<file path="config.mk">
export PLATFORM = sky130hd
export DESIGN_NAME = uart_cat_cmd_flat
export DESIGN_NICKNAME = d
export VERILOG_FILES = /design/src/rtl/uart_cat_cmd_pkg.sv /design/src/rtl/uart_cat_cmd_if.sv /design/src/rtl/uart_cat_cmd_hex_ascii.sv /design/src/rtl/uart_cat_cmd.sv /design/src/flat_wrapper.sv
export SDC_FILE = /design/constraint.sdc
export NUM_CORES = 1
export LEC_CHECK = 0
export CAP_MARGIN = 30
export CORE_ASPECT_RATIO = 1.1
export CORE_UTILIZATION = 40
export DETAILED_ROUTE_END_ITERATION = 12
export HOLD_SLACK_MARGIN = 0.15
export PLACE_DENSITY = 0.66
export SYNTH_ARGS = -nofsm -noshare
export SYNTH_HDL_FRONTEND = slang
export SYNTH_HIERARCHICAL = 1
export SYNTH_SLANG_ARGS = --single-unit
</file>
<file path="constraint.sdc">
create_clock -name clk -period 3 [get_ports clk]
set_input_delay 0.6 -clock clk [delete_from_list [all_inputs] [get_ports clk]]
set_output_delay 0.6 -clock clk [all_outputs]
set_load 0.1 [all_outputs]
</file>
<file path="src/rtl/uart_cat_cmd_pkg.sv">
// rtl/uart_cat_cmd_pkg.sv - shared states, ASCII codes and timeout helper for the cat command decoder
package cat_cmd_pkg;

    typedef enum logic [2:0] {
        ST_IDLE,
        ST_HEX_HI,
        ST_HEX_LO,
        ST_TX_HI,
        ST_TX_LO,
        ST_TX_NL
    } state_e;

    localparam logic [7:0] ASCII_UC_A  = 8'h41;
    localparam logic [7:0] ASCII_UC_H  = 8'h48;
    localparam logic [7:0] ASCII_LC_A  = 8'h61;
    localparam logic [7:0] ASCII_LC_H  = 8'h68;
    localparam logic [7:0] ASCII_BTICK = 8'h60;
    localparam logic [7:0] ASCII_HASH  = 8'h23;
    localparam logic [7:0] ASCII_QMARK = 8'h3F;
    localparam logic [7:0] ASCII_LF    = 8'h0A;
    localparam logic [7:0] ASCII_CR    = 8'h0D;
    localparam logic [7:0] ASCII_SP    = 8'h20;

    function automatic int TIMEOUT_CYCLES(input int clk_freq, input int timeout_ms);
        return (clk_freq / 1000) * timeout_ms;
    endfunction

endpackage

</file>
<file path="src/rtl/uart_cat_cmd_if.sv">
// rtl/uart_cat_cmd_if.sv - RX/TX FIFO handshake bundle between the decoder and the UART FIFOs
interface uart_cat_cmd_if;
    logic       rx_empty;
    logic [7:0] rx_data;
    logic       rx_rd;
    logic       tx_full;
    logic [7:0] tx_data;
    logic       tx_wr;

    modport master (
        input  rx_empty, rx_data, tx_full,
        output rx_rd, tx_data, tx_wr
    );

    modport slave (
        output rx_empty, rx_data, tx_full,
        input  rx_rd, tx_data, tx_wr
    );
endinterface

</file>
<file path="src/rtl/uart_cat_cmd_hex_ascii.sv">
// rtl/uart_cat_cmd_hex_ascii.sv - combinational hex digit decode (ENCODE=0) or nibble-to-uppercase-ASCII encode (ENCODE=1)
module hex_ascii #(
    parameter bit ENCODE = 1'b0
) (
    input  logic [7:0] in_i,
    output logic [7:0] out_o,
    output logic       valid_o
);
    always_comb begin
        out_o   = 8'h00;
        valid_o = 1'b0;
        if (ENCODE) begin
            // Encode flags inputs that carry more than a nibble.
            valid_o = (in_i[7:4] == 4'h0);
            out_o   = (in_i[3:0] < 4'd10) ? (8'h30 + {4'h0, in_i[3:0]})
                                          : (8'h37 + {4'h0, in_i[3:0]});
        end else begin
            if (in_i >= 8'h30 && in_i <= 8'h39) begin
                valid_o = 1'b1;
                out_o   = in_i - 8'h30;
            end else if (in_i >= 8'h41 && in_i <= 8'h46) begin
                valid_o = 1'b1;
                out_o   = in_i - 8'h37;
            end else if (in_i >= 8'h61 && in_i <= 8'h66) begin
                valid_o = 1'b1;
                out_o   = in_i - 8'h57;
            end
        end
    end
endmodule

</file>
<file path="src/rtl/uart_cat_cmd.sv">
// rtl/uart_cat_cmd.sv - pop-per-byte command decoder maintaining cat_status and answering status reads
module uart_cat_cmd
    import cat_cmd_pkg::*;
#(
    parameter int CLK_FREQ   = 103_340_000,
    parameter int TIMEOUT_MS = 100
) (
    input  logic                  clk,
    input  logic                  reset,
    uart_cat_cmd_if.master        fifo,
    output logic [7:0]            cat_status,
    output logic                  cmd_err
);
    localparam int TO_CYC = TIMEOUT_CYCLES(CLK_FREQ, TIMEOUT_MS);
    localparam int CW     = (TO_CYC > 1) ? $clog2(TO_CYC) : 1;
    localparam logic [CW-1:0] TO_LAST = CW'(TO_CYC - 1);

    state_e        state_q, state_d;
    logic [7:0]    cat_q, cat_d;
    logic [7:0]    hi_q, hi_d;
    logic [7:0]    snap_q, snap_d;
    logic [CW-1:0] cnt_q, cnt_d;
    logic          err_q, err_d;
    logic          rd_prev_q;

    logic [7:0] dec_val, enc_hi_char, enc_lo_char;
    logic       dec_valid, enc_hi_valid, enc_lo_valid;
    logic [7:0] off_uc, off_lc;
    logic       rd_ok;

    hex_ascii #(.ENCODE(1'b0)) u_dec (
        .in_i(fifo.rx_data), .out_o(dec_val), .valid_o(dec_valid)
    );
    hex_ascii #(.ENCODE(1'b1)) u_enc_hi (
        .in_i({4'h0, snap_q[7:4]}), .out_o(enc_hi_char), .valid_o(enc_hi_valid)
    );
    hex_ascii #(.ENCODE(1'b1)) u_enc_lo (
        .in_i({4'h0, snap_q[3:0]}), .out_o(enc_lo_char), .valid_o(enc_lo_valid)
    );

    assign off_uc = fifo.rx_data - ASCII_UC_A;
    assign off_lc = fifo.rx_data - ASCII_LC_A;
    // The gap cycle after every pop gives the FIFO time to present its next head.
    assign rd_ok  = !fifo.rx_empty && !rd_prev_q;

    assign cat_status = cat_q;
    assign cmd_err    = err_q;

    always_comb begin
        state_d      = state_q;
        cat_d        = cat_q;
        hi_d         = hi_q;
        snap_d       = snap_q;
        cnt_d        = cnt_q;
        err_d        = 1'b0;
        fifo.rx_rd   = 1'b0;
        fifo.tx_wr   = 1'b0;
        fifo.tx_data = 8'h00;

        case (state_q)
            ST_IDLE: begin
                cnt_d = '0;
                if (rd_ok) begin
                    fifo.rx_rd = 1'b1;
                    if (fifo.rx_data >= ASCII_UC_A && fifo.rx_data <= ASCII_UC_H) begin
                        cat_d[off_uc[2:0]] = 1'b0;
                    end else if (fifo.rx_data >= ASCII_LC_A && fifo.rx_data <= ASCII_LC_H) begin
                        cat_d[off_lc[2:0]] = 1'b1;
                    end else if (fifo.rx_data == ASCII_BTICK) begin
                        cat_d = 8'hFF;
                    end else if (fifo.rx_data == ASCII_HASH) begin
                        state_d = ST_HEX_HI;
                    end else if (fifo.rx_data == ASCII_QMARK) begin
                        snap_d  = cat_q;
                        state_d = ST_TX_HI;
                    end else if (fifo.rx_data != ASCII_LF && fifo.rx_data != ASCII_CR &&
                                 fifo.rx_data != ASCII_SP) begin
                        err_d = 1'b1;
                    end
                end
            end
            ST_HEX_HI, ST_HEX_LO: begin
                // A pop in the expiry cycle takes priority over the timeout.
                if (rd_ok) begin
                    fifo.rx_rd = 1'b1;
                    cnt_d      = '0;
                    if (!dec_valid) begin
                        err_d   = 1'b1;
                        state_d = ST_IDLE;
                    end else if (state_q == ST_HEX_HI) begin
                        hi_d    = dec_val;
                        state_d = ST_HEX_LO;
                    end else begin
                        cat_d   = (hi_q << 4) | dec_val;
                        state_d = ST_IDLE;
                    end
                end else if (cnt_q == TO_LAST) begin
                    err_d   = 1'b1;
                    cnt_d   = '0;
                    state_d = ST_IDLE;
                end else begin
                    cnt_d = cnt_q + CW'(1);
                end
            end
            ST_TX_HI: begin
                fifo.tx_wr   = !fifo.tx_full;
                fifo.tx_data = enc_hi_valid ? enc_hi_char : 8'h00;
                if (!fifo.tx_full) state_d = ST_TX_LO;
            end
            ST_TX_LO: begin
                fifo.tx_wr   = !fifo.tx_full;
                fifo.tx_data = enc_lo_valid ? enc_lo_char : 8'h00;
                if (!fifo.tx_full) state_d = ST_TX_NL;
            end
            ST_TX_NL: begin
                fifo.tx_wr   = !fifo.tx_full;
                fifo.tx_data = ASCII_LF;
                if (!fifo.tx_full) state_d = ST_IDLE;
            end
            default: state_d = ST_IDLE;
        endcase
    end

    always_ff @(posedge clk) begin
        if (reset) begin
            state_q   <= ST_IDLE;
            cat_q     <= 8'hFF;
            hi_q      <= 8'h00;
            snap_q    <= 8'h00;
            cnt_q     <= '0;
            err_q     <= 1'b0;
            rd_prev_q <= 1'b0;
        end else begin
            state_q   <= state_d;
            cat_q     <= cat_d;
            hi_q      <= hi_d;
            snap_q    <= snap_d;
            cnt_q     <= cnt_d;
            err_q     <= err_d;
            rd_prev_q <= fifo.rx_rd;
        end
    end
endmodule
</file>
<file path="src/flat_wrapper.sv">
// flat-port wrapper written by rule: the top's interface ports become plain ports
module uart_cat_cmd_flat import cat_cmd_pkg::*;
#(
    parameter int CLK_FREQ   = 103_340_000,
    parameter int TIMEOUT_MS = 100
)
  (clk, reset, cat_status, cmd_err, fifo_rx_empty, fifo_rx_data, fifo_tx_full, fifo_rx_rd, fifo_tx_data, fifo_tx_wr);
  uart_cat_cmd_if fifo_i ();
  input  logic clk;
  input  logic reset;
  output logic [7:0] cat_status;
  output logic cmd_err;
  input wire logic [$bits(fifo_i.rx_empty)-1:0] fifo_rx_empty;
  input wire logic [$bits(fifo_i.rx_data)-1:0] fifo_rx_data;
  input wire logic [$bits(fifo_i.tx_full)-1:0] fifo_tx_full;
  output wire logic [$bits(fifo_i.rx_rd)-1:0] fifo_rx_rd;
  output wire logic [$bits(fifo_i.tx_data)-1:0] fifo_tx_data;
  output wire logic [$bits(fifo_i.tx_wr)-1:0] fifo_tx_wr;
  assign fifo_i.rx_empty = fifo_rx_empty;
  assign fifo_i.rx_data = fifo_rx_data;
  assign fifo_i.tx_full = fifo_tx_full;
  assign fifo_rx_rd = fifo_i.rx_rd;
  assign fifo_tx_data = fifo_i.tx_data;
  assign fifo_tx_wr = fifo_i.tx_wr;
  uart_cat_cmd #(.CLK_FREQ(CLK_FREQ), .TIMEOUT_MS(TIMEOUT_MS)) u_core (.clk(clk), .reset(reset), .fifo(fifo_i), .cat_status(cat_status), .cmd_err(cmd_err));
endmodule
</file>
After elaboration in Yosys (flattened, before gate mapping)
Index checks and enable logic that the tools add are counted.
{"block": "word_totals", "regBits": 49, "wordCells": 138, "out_inout_bits": 19}
{"block": "classes", "mux": 52, "reduce_logical": 22, "n_bitwise": 8, "eq_ne": 25, "n_addsub": 10, "n_lt_le_gt_ge": 14}
{"cell": "$mux 8", "count": 10}
{"cell": "$mux 24", "count": 2}
{"cell": "$pmux 24 s2", "count": 1}
{"cell": "$mux 3", "count": 12}
{"cell": "$le 8x7->1 const B", "count": 4}
{"cell": "$add 6x4->7 const A", "count": 4}
{"cell": "$add 24x1->24 const B", "count": 1}
{"cell": "$eq 24x24->1 const B", "count": 1}
{"cell": "$pmux 7 s3", "count": 1}
{"cell": "$mux 1", "count": 18}
{"cell": "$eq 8x6->1 const B", "count": 2}
{"cell": "$ge 8x7->1 const B", "count": 2}
{"cell": "$ne 8x4->1 const B", "count": 2}
{"cell": "$or 8x8->8", "count": 2}
{"cell": "$pmux 8 s2", "count": 1}
{"cell": "$sub 8x6->8 const B", "count": 2}
{"cell": "$pmux 3 s5", "count": 1}
{"cell": "$mux 7", "count": 2}
{"cell": "$ne 2x2->1 const B", "count": 7}
{"cell": "$logic_and 1x1->1", "count": 10}
{"cell": "$reduce_and 9->1", "count": 1}
{"cell": "$and 8x8->8", "count": 1}
{"cell": "$eq 8x7->1 const B", "count": 1}
{"cell": "$ge 8x6->1 const B", "count": 1}
{"cell": "other kinds (26)", "count": 42}

Longest topological paths before layout
Gate-level depths: netlist of the first run.
{"block": "logic_depth", "word_depth": 11, "mapped_depth": 12, "mapped_depth_nobuf": 11}

Cells and area by module
Netlist of the first run, hierarchy kept.
{"module": "uart_cat_cmd", "cells_per_inst": 351, "n_inst": 1, "seq_area_each_um2": 980.9, "area_each_um2": 2870.3}
{"module": "hex_ascii (u_core.u_dec)", "cells_per_inst": 62, "n_inst": 1, "seq_area_each_um2": 0.0, "area_each_um2": 473.0}
{"module": "hex_ascii (u_core.u_enc_hi ...)", "cells_per_inst": 17, "n_inst": 2, "seq_area_each_um2": 0.0, "area_each_um2": 111.4}

Worst setup path before layout of the first run
Ideal clock, no wire load.
{"block": "synth_path", "path_type": "reg2out", "from": "reg u_core.snap_q[1]", "to": "out fifo_tx_data[1]", "setup_slack_ps": -609, "t_arrival_ps": 3009, "stages_incl_launch_ff": 6, "cell_sequence": "dfxtp_1 > inv_1 > ha_1 > a21oi_1 > a21oi_1 > o21ai_0"}
{"block": "synth_between", "elab_chain_cells": 3, "elab_cells_between_ends": 5, "cone_classes": "2 x add/sub; 1 x order compare; 2 x mux"}
{"item": "from (decl)", "line_no": "uart_cat_cmd.sv:21", "text": "logic [7:0] snap_q, snap_d;"}
{"item": "from (signal assigned)", "line_no": "uart_cat_cmd.sv:137", "text": "snap_q <= snap_d;"}
{"item": "$add 6x4->7 (tied with other cells)", "line_no": "uart_cat_cmd_hex_ascii.sv:16", "text": ": (8'h37 + {4'h0, in_i[3:0]});"}
{"item": "$mux 7 (*)", "line_no": "uart_cat_cmd_hex_ascii.sv:15", "text": "out_o = (in_i[3:0] < 4'd10) ? (8'h30 + {4'h0, in_i[3:0]})"}
{"item": "named net u_core.enc_lo_char[1]", "line_no": "uart_cat_cmd.sv:26", "text": "logic [7:0] dec_val, enc_hi_char, enc_lo_char;"}
{"item": "$pmux 7 s3 (*)", "line_no": "uart_cat_cmd.sv:60", "text": "case (state_q)"}
{"item": "to (decl)", "line_no": "flat_wrapper.sv:17", "text": "output wire logic [$bits(fifo_i.tx_data)-1:0] fifo_tx_data;"}
The timed path passes the listed nets; every way through them passes the cells marked *.

Worst setup path in the final report of the first run
{"block": "layout_path", "from": "in fifo_rx_data[5]", "to": "reg u_core.cat_q[7], in the netlist u_core/cat_status[7]"}
{"block": "layout_between", "elab_cells_between_ends": 34, "cone_classes": "3 x add/sub; 8 x order compare; 3 x eq/ne; 13 x mux; 1 x bitwise; 6 x reduce/logical"}
{"item": "from (decl)", "line_no": "flat_wrapper.sv:14", "text": "input wire logic [$bits(fifo_i.rx_data)-1:0] fifo_rx_data;"}
{"item": "$ge 8x7->1 / $le 8x7->1 (equally long branches)", "line_no": "uart_cat_cmd_hex_ascii.sv:24", "text": "end else if (in_i >= 8'h61 && in_i <= 8'h66) begin"}
{"item": "$logic_and 1x1->1", "line_no": "uart_cat_cmd_hex_ascii.sv:24"}
{"item": "$mux 1", "line_no": "uart_cat_cmd_hex_ascii.sv:24"}
{"item": "$mux 1", "line_no": "uart_cat_cmd_hex_ascii.sv:21", "text": "end else if (in_i >= 8'h41 && in_i <= 8'h46) begin"}
{"item": "$mux 1 (*)", "line_no": "uart_cat_cmd_hex_ascii.sv:18", "text": "if (in_i >= 8'h30 && in_i <= 8'h39) begin"}
{"item": "named net u_core.dec_valid", "line_no": "uart_cat_cmd.sv:27", "text": "logic dec_valid, enc_hi_valid, enc_lo_valid;"}
{"item": "$ne 2x1->1 (no line) (*)"}
{"item": "$reduce_and 6->1 (no line) (*)"}
{"item": "to (signal assigned)", "line_no": "uart_cat_cmd.sv:135", "text": "cat_q <= cat_d;"}
{"item": "to (decl)", "line_no": "uart_cat_cmd.sv:19", "text": "logic [7:0] cat_q, cat_d;"}
The timed path passes the listed nets; every way through them passes the cells marked *. The select of a mux whose other input is x is not followed.
A chain may end at the register's enable or synchronous reset.

==> results of run 1 <==
[synthesized netlist by cell type, types with 3 or more instances]
master	n
clkbuf_1	10
a22o_1	6
o22ai_1	6
nor3b_1	6
inv_1	24
a21oi_1	21
or4_1	3
and3_1	6
mux2i_1	15
a311oi_1	3
nand2b_1	5
or3_1	7
nor4_1	8
conb_1	3
a221o_1	5
nor2_1	44
buf_2	5
a31oi_1	3
nand3_1	17
nand2_1	28
o311ai_0	4
or2_2	4
mux2_2	4
nand4_1	10
ha_1	16
nor3_1	22
xnor2_1	14
dfxtp_1	49
o211ai_1	8
xor2_1	4
o21ai_0	18
nor2b_1	6
a21o_1	7
[sequential cells by signal, summed over array words and instances, names as in the netlist]
signal,flops
u_core/state_q,3
u_core/cnt_q,24
u_core/snap_q,8
u_core/cat_status,8
u_core/cmd_err,1
u_core/hi_q,4
u_core/rd_prev_q,1
[worst min path at each step]
stage | endpoint | slack, ns | cells after the start
floorplan | u_core/cnt_q[23] | 0.44 | 1
global placement | u_core/cnt_q[23] | 0.47 | 1
detailed placement | u_core/cnt_q[23] | 0.48 | 1
CTS | u_core/cnt_q[23] | 0.50 | 1
global route | u_core/cnt_q[23] | 0.51 | 1
finish | u_core/cnt_q[23] | 0.50 | 1
[worst reg2reg max path, delay by kind of cell (launching register included)]
family             cells  cell delay (ns)
AOI/OAI and AO/OA      3             0.98
DFF                    1             0.38
and+or+nand+nor        2             0.99
[where the power goes]
part | switching [W] | total [W] | internal [W]
clock network | 0.000237 | 0.000429 | 0.000192
logic | 0.000312 | 0.000508 | 0.000196
registers | 0.0000321 | 0.000701 | 0.000669
total | 0.000581 | 0.00164 | 0.00106
[area by class of cell]
type | count | area share, %
multi-input cells | 363 | 54.1
flip-flops and latches | 49 | 21.6
repair buffers | 83 | 17.1
well taps | 111 | 3.05
inverters | 24 | 1.98
clock buffers | 6 | 1.82
clock inverters | 2 | 0.385
[stage by stage]
| step | hold WS [ns] | cells | utilization, % |
|---|---|---|---|
| finish | 0.495 | 638 | 53.5 |
| global route | 0.514 | 638 | 53.5 |
| CTS | 0.501 | 637 | 53.1 |
| floorplan | 0.442 | 454 | - |
| global placement | 0.471 | 629 | 51.9 |
| detailed placement | 0.479 | 629 | 51.9 |
[timing repair]
| item | 4_1_cts | 5_1_grt |
|---|---|---|
| resized for setup | 1 | 10 |
| buffers inserted | 0 | 1 |
| hold endpoints to repair | 0 | 0 |
| cloned | 0 | 0 |
| setup endpoints to repair | 4 | 9 |
| pin swaps | 2 | 2 |
[per-layer routing]
metal / up-vias / global-route usage (%)
li1: 1806 / -
met1: 1651 / 26.1
met2: 74 / 35.3
met3: 15 / 2.49
met4: 0 / 6.25
met5: - / 0
[cells by family after synthesis]
family | after synthesis | share of synthesized area [%]
and+or+nand+nor | 188 | 28.4
muxes | 21 | 6.11
other | 3 | 0.316
adders and majority gates | 16 | 5.61
DFF | 49 | 27.5
buffers and inverters | 42 | 5.02
AOI/OAI and AO/OA | 110 | 22.6
xor gates and xnor gates | 18 | 4.42
==> run metrics, run 1 <==
status=finished clean; CP peak stage delay=0.43 ns; most frequent cells in the layout=buf_4 (62), dfxtp_1 (49), nor2_1 (44), nand2_1 (28), inv_1 (23); WL/cell=14.2 um; Antenna diodes=0; Cells after Synth=447; CP Cell Sequence=clkdlybuf4s50_1 -> buf_4 -> inv_1 -> ha_1 -> nor3b_1 -> nand4_1 -> o31ai_4 -> or2_2 -> nand2_1 -> o21ai_0 -> nand3_2 -> or2_4 -> a221o_1; clock tree buffer depth=2; Synth cell types=77; share of cells above drive strength 1=21.1%; Vias=approximately 3500; final worst slack=between 0.15 and 0.2 ns; die width=92.0 um; global route total overflow=0; antenna viol nets, final=0; clock slew at reported path FFs=approximately 0.10 ns; Routed met3 length=between 300 and 400 um; Final Cell Area=4550 um^2; M1 WL=4200 um; clk sinks=49; clock latency on the worst-skew pair=0.32 ns; Synth Flop Type=dfxtp_1; I/O Buffers=29; PD cells=360 nW/um^2; worst r2r dst=u_core/cnt_q[2]; final WL=9070 um; largest net degree at the start of global routing=29; cts hold-fix bufs=0; R2R depth=5; Max Fclk=0.352 GHz; # nets final=around 550; gr usage total=20.3%; Fin. Hold Viols=0; CP arrival=3.05 ns; stages on the worst setup path=13; vias in the first global route=3301; EDFF count, synth=0; Initial DRC Count=128; ys async rst share=0%; Crit Path Category=primary input to flop; Period minus WS final=2.84 ns; Synth area leader=dfxtp_1; Synth top area share=27.5%; synthesized cell area=between 3000 and 4000 um^2; transition time at the pin with the least slew margin=0.955 ns; CORE AREA=8500 um^2; Die Height=about 100 um; Critical Path RT=between 3 and 4 ns; CTS tree=done; Worst setup endpoint=u_core/cat_status[7]; area occupied by multi-input gates=2460 um^2; RSZ-0062 raised after global routing=no; Worst R2R Start=u_core/cnt_q[6]; Synth area leaders=dfxtp_1 (28%), ha_1 (5.6%), nor2_1 (4.6%); root buffer cell=clkbuf_8; drt pass-1 iters=4; final setup skew=between 0.01 and 0.015 ns; # IOs=31; hpwl dp=7110 um; synth-to-layout area growth=27.5%; DR top layer=met4; pre-CTS setup slack=-0.414 ns; Die ar.=9300 um^2; DRC Markers=0; total power draw=0.00164 W; H-tree levels=2; final-report max-slew violation count=0; Max VDD drop=0.000240 V; Pleak=1.88 nW; register area=between 900 and 1000 um^2; Post-DP Area=approximately 4400 um^2; crit path capture type=flop; commonest non-fill, non-tap cell in the layout=buf_4; vias per std cell=approximately 5.6; Setup-failing EPs final=0; Final period util=94.6%; metal2 WL=4360 um; syn avg cell area=7.98 um^2; Hold WC Path Type=flop to flop; Crit path max-delay family=simple AND/OR/NAND/NOR gates; max-cap check violation count=0; critical path's slowest cell=clkdlybuf4s50_1; initial antenna violation count=0; register bit total from synthesis=49; post-synthesis sequential area ratio=between 20% and 30%; total CTS buffers=5; final setup TNS=0 ns; crit path from=fifo_rx_data[5]; Ys Warns=6; global-route wire length before repair=between 15000 and 20000 um; Worst Path Max Fanout=8; Routability Congestion=0.855; Starting Density=42.0%; Slew HR=36.5%; worst path bufs/invs=3; fillers=829; Site Rows=35; crit start category=primary input; HP Start=u_core/cnt_q[23]; FF-to-FF setup slack=0.56 ns
No activity file was read; power rests on OpenSTA's default activity.
==> run 2, diff against run 1 <==
--- a/config.mk
+++ b/config.mk
@@ -5,11 +5,12 @@
 export SDC_FILE = /design/constraint.sdc
 export NUM_CORES = 1
 export LEC_CHECK = 0
-export CAP_MARGIN = 30
+export CAP_MARGIN = 20
 export CORE_ASPECT_RATIO = 1.1
 export CORE_UTILIZATION = 40
 export DETAILED_ROUTE_END_ITERATION = 12
-export HOLD_SLACK_MARGIN = 0.15
+export GPL_TIMING_DRIVEN = 0
+export HOLD_SLACK_MARGIN = 0.1
 export PLACE_DENSITY = 0.66
 export SYNTH_ARGS = -nofsm -noshare
 export SYNTH_HDL_FRONTEND = slang
==> run 2 against run 1 <==
Hold slack improved by 0.0029 ns. Sequential share of layout area rose by 1.9 points. First-iteration DRC count grew 27%. Flip-flop and latch count did not move. Clock-buffer cell count is the same. Cell count shrank 5.0%. Die area is the same.
==> run metrics, run 2 (synthesis gave the netlist of run 1 again) <==
CP Cell Sequence=dlygate4sd2_1 -> buf_6 -> nand2_1 -> a311o_2 -> o31ai_4 -> or2_2 -> nand2_1 -> o21ai_0 -> nand3_2 -> or2_2 -> buf_2 -> a221o_1; die width=92.0 um (unchanged); Final period util=97.3% (+2.8 points); hpwl dp=6630 um (-6.7%); vias in the first global route=3126 (-5.3%); Layout Cells excl Fill=606 (-5.0%); Antenna diodes=0 (unchanged); Placed Cells=594 (-5.6%); Routability Congestion=0.882 (+3.2%); Fin. Hold Viols=0 (unchanged); status=finished clean; Period minus WS final=2.92 ns (+0.0830 ns); RSZ-0062 raised after global routing=no; drt pass-1 iters=5 (+1); CORE AREA=8500 um^2 (unchanged); DRC Markers=0 (unchanged); final-report max-slew violation count=0 (unchanged); Top reg by flops=u_core/cnt_q; max reg flops=24 (unchanged); CP arrival=3.11 ns (+0.06 ns); Crit Path Category=primary input to flop; sw frac=36.0% (+0.53 points); final worst slack=0.0797 ns (-0.0830 ns); max-cap check violation count=0 (unchanged); Crit path max-delay family=compound AO/OA/AOI/OAI gates; crit path capture type=flop; transition time at the pin with the least slew margin=0.978 ns (+0.0227 ns); total power draw=0.00161 W (-1.9%); worst path bufs/invs=3 (unchanged); CP peak stage delay=0.42 ns (about the same); H-tree levels=2 (unchanged); cts hold-fix bufs=0 (unchanged); global route total overflow=0 (unchanged); initial antenna violation count=0 (unchanged); vias per std cell=5.67 (+2.1%); Max Fclk=0.342 GHz (-2.8%); Hold WC Path Type=flop to flop; Vias=3439 (-3.0%); Slew HR=34.6% (-1.9 points); PD cells=384 nW/um^2 (+6.6%); antenna viol nets, final=0 (unchanged); total CTS buffers=5 (unchanged); Die Height=101 um (unchanged); Setup-failing EPs final=0 (unchanged); Worst Path Max Fanout=10 (+2); clk sinks=49 (unchanged); final setup TNS=0 ns (unchanged); Critical Path RT=3.19 ns (-0.02 ns); Max VDD drop=0.000210 V (-13%); Comb pwr share=31.3% (+0.3 points); switching power=0.000578 W (-0.49%); commonest non-fill, non-tap cell in the layout=dfxtp_1; root buffer cell=clkbuf_8; CTS tree=done; Site Rows=35 (unchanged); pre-CTS setup slack=-1.11 ns (-0.700 ns); clock slew at reported path FFs=0.09 ns (about the same); most frequent cells in the layout=dfxtp_1 (49), nor2_1 (44), nand2_1 (28), inv_1 (22); # IOs=31 (unchanged); Pleak=1.66 nW (-11%); clock tree buffer depth=2 (unchanged); final setup skew=0.0134 ns (-0.000625 ns); crit start category=primary input; largest net degree at the start of global routing=16 (-45%); global-route wire length before repair=14800 um (-3.7%); clock latency on the worst-skew pair=0.30 ns (-0.02 ns); Initial DRC Count=162 (+27%); Die ar.=9300 um^2 (unchanged); clock power share=25.8% (-0.4 points); final WL=8850 um (-2.4%); Int Power=0.00103 W (-2.7%); critical path's slowest cell=a311o_2; Seq pwr share=42.9% (about the same); Fin Hold WS=0.498 ns (+0.00291 ns); gr usage total=19.7% (-0.60 points); # nets final=522 (-5.8%); FF-to-FF setup slack=0.55 ns (about the same); WL/cell=14.6 um (+2.8%); synth-to-layout area growth=17.3%; Starting Density=42.0% (unchanged); share of cells above drive strength 1=13.9% (-7.1 points); I/O Buffers=29 (unchanged)
[run 2: cell count changes in the layout (fill, tap and decap cells not counted), moves of 2 or more]
| cell | before | now |
|---|---|---|
| clkbuf_1 | 0 | 8 |
| buf_12 | 9 | 1 |
| buf_4 | 62 | 5 |
| dlymetal6s2s_1 | 4 | 2 |
| dlygate4sd2_1 | 0 | 2 |
| buf_6 | 1 | 3 |
| buf_2 | 0 | 12 |
| clkbuf_2 | 0 | 2 |
| clkbuf_4 | 0 | 2 |
| clkdlybuf4s50_1 | 7 | 12 |
[run 2: stage by stage]
| step | area, um^2 | util, % |
|---|---|---|
| CTS | 4160 | 48.9 |
| floorplan | 3600 | - |
| global route | 4180 | 49.2 |
| finish | 4180 | 49.2 |
| detailed placement | 4030 | 47.4 |
| global placement | 4030 | 47.4 |
[run 2: metal layers]
| layer | up-vias | part of all wire, % | GRT usage (%) |
|---|---|---|---|
| met5 | - | 0 | 0 |
| met4 | 0 | 0.77 | 3.97 |
| met3 | 10 | 4.4 | 2.79 |
| met2 | 85 | 48 | 35.0 |
| met1 | 1608 | 47 | 25.3 |
| li1 | 1736 | - | - |
[run 2: repair_timing]
item / 4_1_cts / 5_1_grt
gates resized for setup: 67 / 20
setup buffers: 4 / 0
setup endpoints to repair: 23 / 16
pin swaps: 5 / 4
[run 2: final cells by class]
| cell class | count | area (um^2) |
|---|---|---|
| Buffer | 18 | 106 |
| Clock buffer | 6 | 82.6 |
| Clock inverter | 2 | 13.8 |
| Fill cell | 872 | 4310 |
| Inverter | 24 | 90.1 |
| Multi-Input combinational cell | 363 | 2480 |
| Sequential cell | 49 | 981 |
| Tap cell | 111 | 139 |
| Timing Repair Buffer | 33 | 288 |
[run 2: power groups by stage]
stage	clock network (W)	logic (W)	registers, W
after global placement	0	0.000471	0.000703
after CTS	0.000422	0.000490	0.000688
after floorplan	0	0.000280	0.000770
after global routing	0.000450	0.000542	0.000691
after detailed placement	0	0.000475	0.000703
final	0.000414	0.000503	0.000689
[run 2: final timing paths]
| kind | start | end | depth (start not counted) |
|---|---|---|---|
| min reg2reg | u_core/cnt_q[23] | u_core/cnt_q[23] | 1 |
| max | fifo_rx_data[2] | u_core/cat_status[4] | 12 |
| max reg2reg | u_core/cnt_q[6] | u_core/cnt_q[2] | 5 |
| min | u_core/cnt_q[23] | u_core/cnt_q[23] | 1 |
==> run 3, diff against run 2 <==
--- a/config.mk
+++ b/config.mk
@@ -12,6 +12,7 @@
 export GPL_TIMING_DRIVEN = 0
 export HOLD_SLACK_MARGIN = 0.1
 export PLACE_DENSITY = 0.66
+export RECOVER_POWER = 50
 export SYNTH_ARGS = -nofsm -noshare
 export SYNTH_HDL_FRONTEND = slang
 export SYNTH_HIERARCHICAL = 1
==> run 3 against run 2 <==
Routed wire length about the same. Hold slack got worse by 0.00091 ns. Worst setup slack gained 0.0027 ns. Non-clock buffer count stayed put. Global-route usage unchanged. Design area decreased by 0.42%. Cell count is the same. Die area unchanged. Sequential power barely moved. Clock power about the same. Fmax about the same. Critical endpoint unchanged.
==> run metrics, run 3 (synthesis gave the netlist of run 1 again) <==
Crit Path Category=primary input to flop; Die ar.=9300 um^2 (unchanged); Starting Density=42.0% (unchanged); final-report max-slew violation count=0 (unchanged); worst path bufs/invs=3 (unchanged); vias per std cell=5.68 (about the same); drt pass-1 iters=5 (unchanged); sw frac=36.1% (+0.086 points); Max VDD drop=0.000209 V (-0.59%); final setup TNS=0 ns (unchanged); global-route wire length before repair=14800 um (unchanged); clock tree buffer depth=2 (unchanged); global route total overflow=0 (unchanged); CP Cell Sequence=dlygate4sd2_1 -> buf_6 -> nand2_1 -> a311o_2 -> o31ai_4 -> or2_2 -> nand2_1 -> o21ai_0 -> nand3_2 -> or2_2 -> buf_2 -> a221o_1; status=finished clean; Antenna diodes=0 (unchanged); commonest non-fill, non-tap cell in the layout=dfxtp_1; synth-to-layout area growth=16.8%; Seq pwr share=43.1% (+0.2 points); die width=92.0 um (unchanged); pre-CTS setup slack=-1.11 ns (unchanged); Fin. Hold Viols=0 (unchanged); Slew HR=33.9% (-0.66 points); area occupied by multi-input gates=2460 um^2 (-0.66%); total power draw=0.00160 W (-0.61%); crit start category=primary input; Setup-failing EPs final=0 (unchanged); gr usage total=19.7% (unchanged); switching power=0.000576 W (-0.37%); clk sinks=49 (unchanged); hpwl dp=6630 um (unchanged); RSZ-0062 raised after global routing=no; FF-to-FF setup slack=0.47 ns (-0.08 ns); CTS tree=done; Pleak=1.64 nW (-1.5%); transition time at the pin with the least slew margin=0.988 ns (+0.00969 ns); CP arrival=3.11 ns (about the same); share of cells above drive strength 1=13.1% (-0.81 points); Max Fclk=0.343 GHz (about the same); gr busiest metal=met2; critical path's slowest cell=a311o_2; final setup skew=0.0134 ns (+0.0000141 ns); Routability Congestion=0.882 (unchanged); WL/cell=14.6 um (about the same); clock slew at reported path FFs=0.09 ns (about the same); Final Util=49.0% (-0.21 points); # IOs=31 (unchanged); met2 GRT Util=35.0% (unchanged); total CTS buffers=5 (unchanged); final WL=8860 um (about the same); final worst slack=0.0824 ns (+0.00271 ns); Comb pwr share=31.0% (-0.3 points); max reg flops=24 (unchanged); clock latency on the worst-skew pair=0.30 ns (about the same); Final period util=97.3% (about the same); Die Height=101 um (unchanged); Critical Path RT=3.19 ns (about the same); I/O Buffers=29 (unchanged); fillers=876 (+0.46%); max-cap check violation count=0 (unchanged); Crit path max-delay family=compound AO/OA/AOI/OAI gates; DRC Markers=0 (unchanged); largest net degree at the start of global routing=16 (unchanged); # nets final=522 (unchanged); H-tree levels=2 (unchanged); Period minus WS final=2.92 ns (-0.00271 ns); CP peak stage delay=0.42 ns (about the same); GR Util met1=25.3% (unchanged); Site Rows=35 (unchanged); Int Power=0.00102 W (-0.74%); Initial DRC Count=150 (-7.4%); Hold WC Path Type=flop to flop; Worst Path Max Fanout=10 (unchanged); GR Layer Usage met3=2.79% (unchanged); Top reg by flops=u_core/cnt_q; initial antenna violation count=0 (unchanged); PD cells=383 nW/um^2 (-0.19%); register area=981 um^2 (unchanged); Vias=3440 (+0.029%); antenna viol nets, final=0 (unchanged); crit path capture type=flop; clock power share=25.8% (about the same); most frequent cells in the layout=dfxtp_1 (49), nor2_1 (44), nand2_1 (28), inv_1 (22); root buffer cell=clkbuf_8; CORE AREA=8500 um^2 (unchanged); vias in the first global route=3126 (unchanged)
==> run 3: repair_timing <==
action | 4_1_cts | 5_1_grt
hold buffers | 0 | 0
endpoints found under the setup margin | 23 | 16
buffers inserted | 4 | 0
pin swaps | 5 | 4
gates resized for setup | 67 | 20
endpoints found under the hold margin | 0 | 0
==> run 3: per-stage QoR <==
stage                     cell area (um^2)  hold slack, ns  std cells
after floorplan                       3600           0.442        454
after global placement                4030           0.473        594
after detailed placement              4030           0.477        594
after CTS                             4160           0.500        606
after global routing                  4160           0.528        606
final                                 4160           0.497        606
==> run 3: power by group through the flow <==
| stage | Sequential [W] | Clock [W] | Combinational (W) |
|---|---|---|---|
| after floorplan | 0.000770 | 0 | 0.000280 |
| after global placement | 0.000703 | 0 | 0.000471 |
| after detailed placement | 0.000703 | 0 | 0.000475 |
| after CTS | 0.000688 | 0.000422 | 0.000490 |
| after global routing | 0.000691 | 0.000450 | 0.000533 |
| final | 0.000688 | 0.000412 | 0.000495 |
==> run 3: area by class of cell <==
class	instances	share of cell area (%)
multi-input cells	363	59.2
flip-flops and latches	49	23.6
repair buffers	33	6.91
well taps	111	3.34
plain buffers	18	2.52
inverters	24	2.16
clock buffers	6	1.98
clock inverters	2	0.331
==> run 3: routing by layer <==
layer  vias to the layer above  share of wire, %
met5                         -                 0
met4                         0              0.62
met3                         6               4.0
met2                        76                48
met1                      1617                47
li1                       1741                 -
==> run 3: path summary, 6_finish.rpt <==
path,startpoint,to,depth (start not counted)
max,fifo_rx_data[2],u_core/cat_status[4],12
min,u_core/cnt_q[23],u_core/cnt_q[23],1
max reg2reg,u_core/cnt_q[6],u_core/cnt_q[16],5
min reg2reg,u_core/cnt_q[23],u_core/cnt_q[23],1
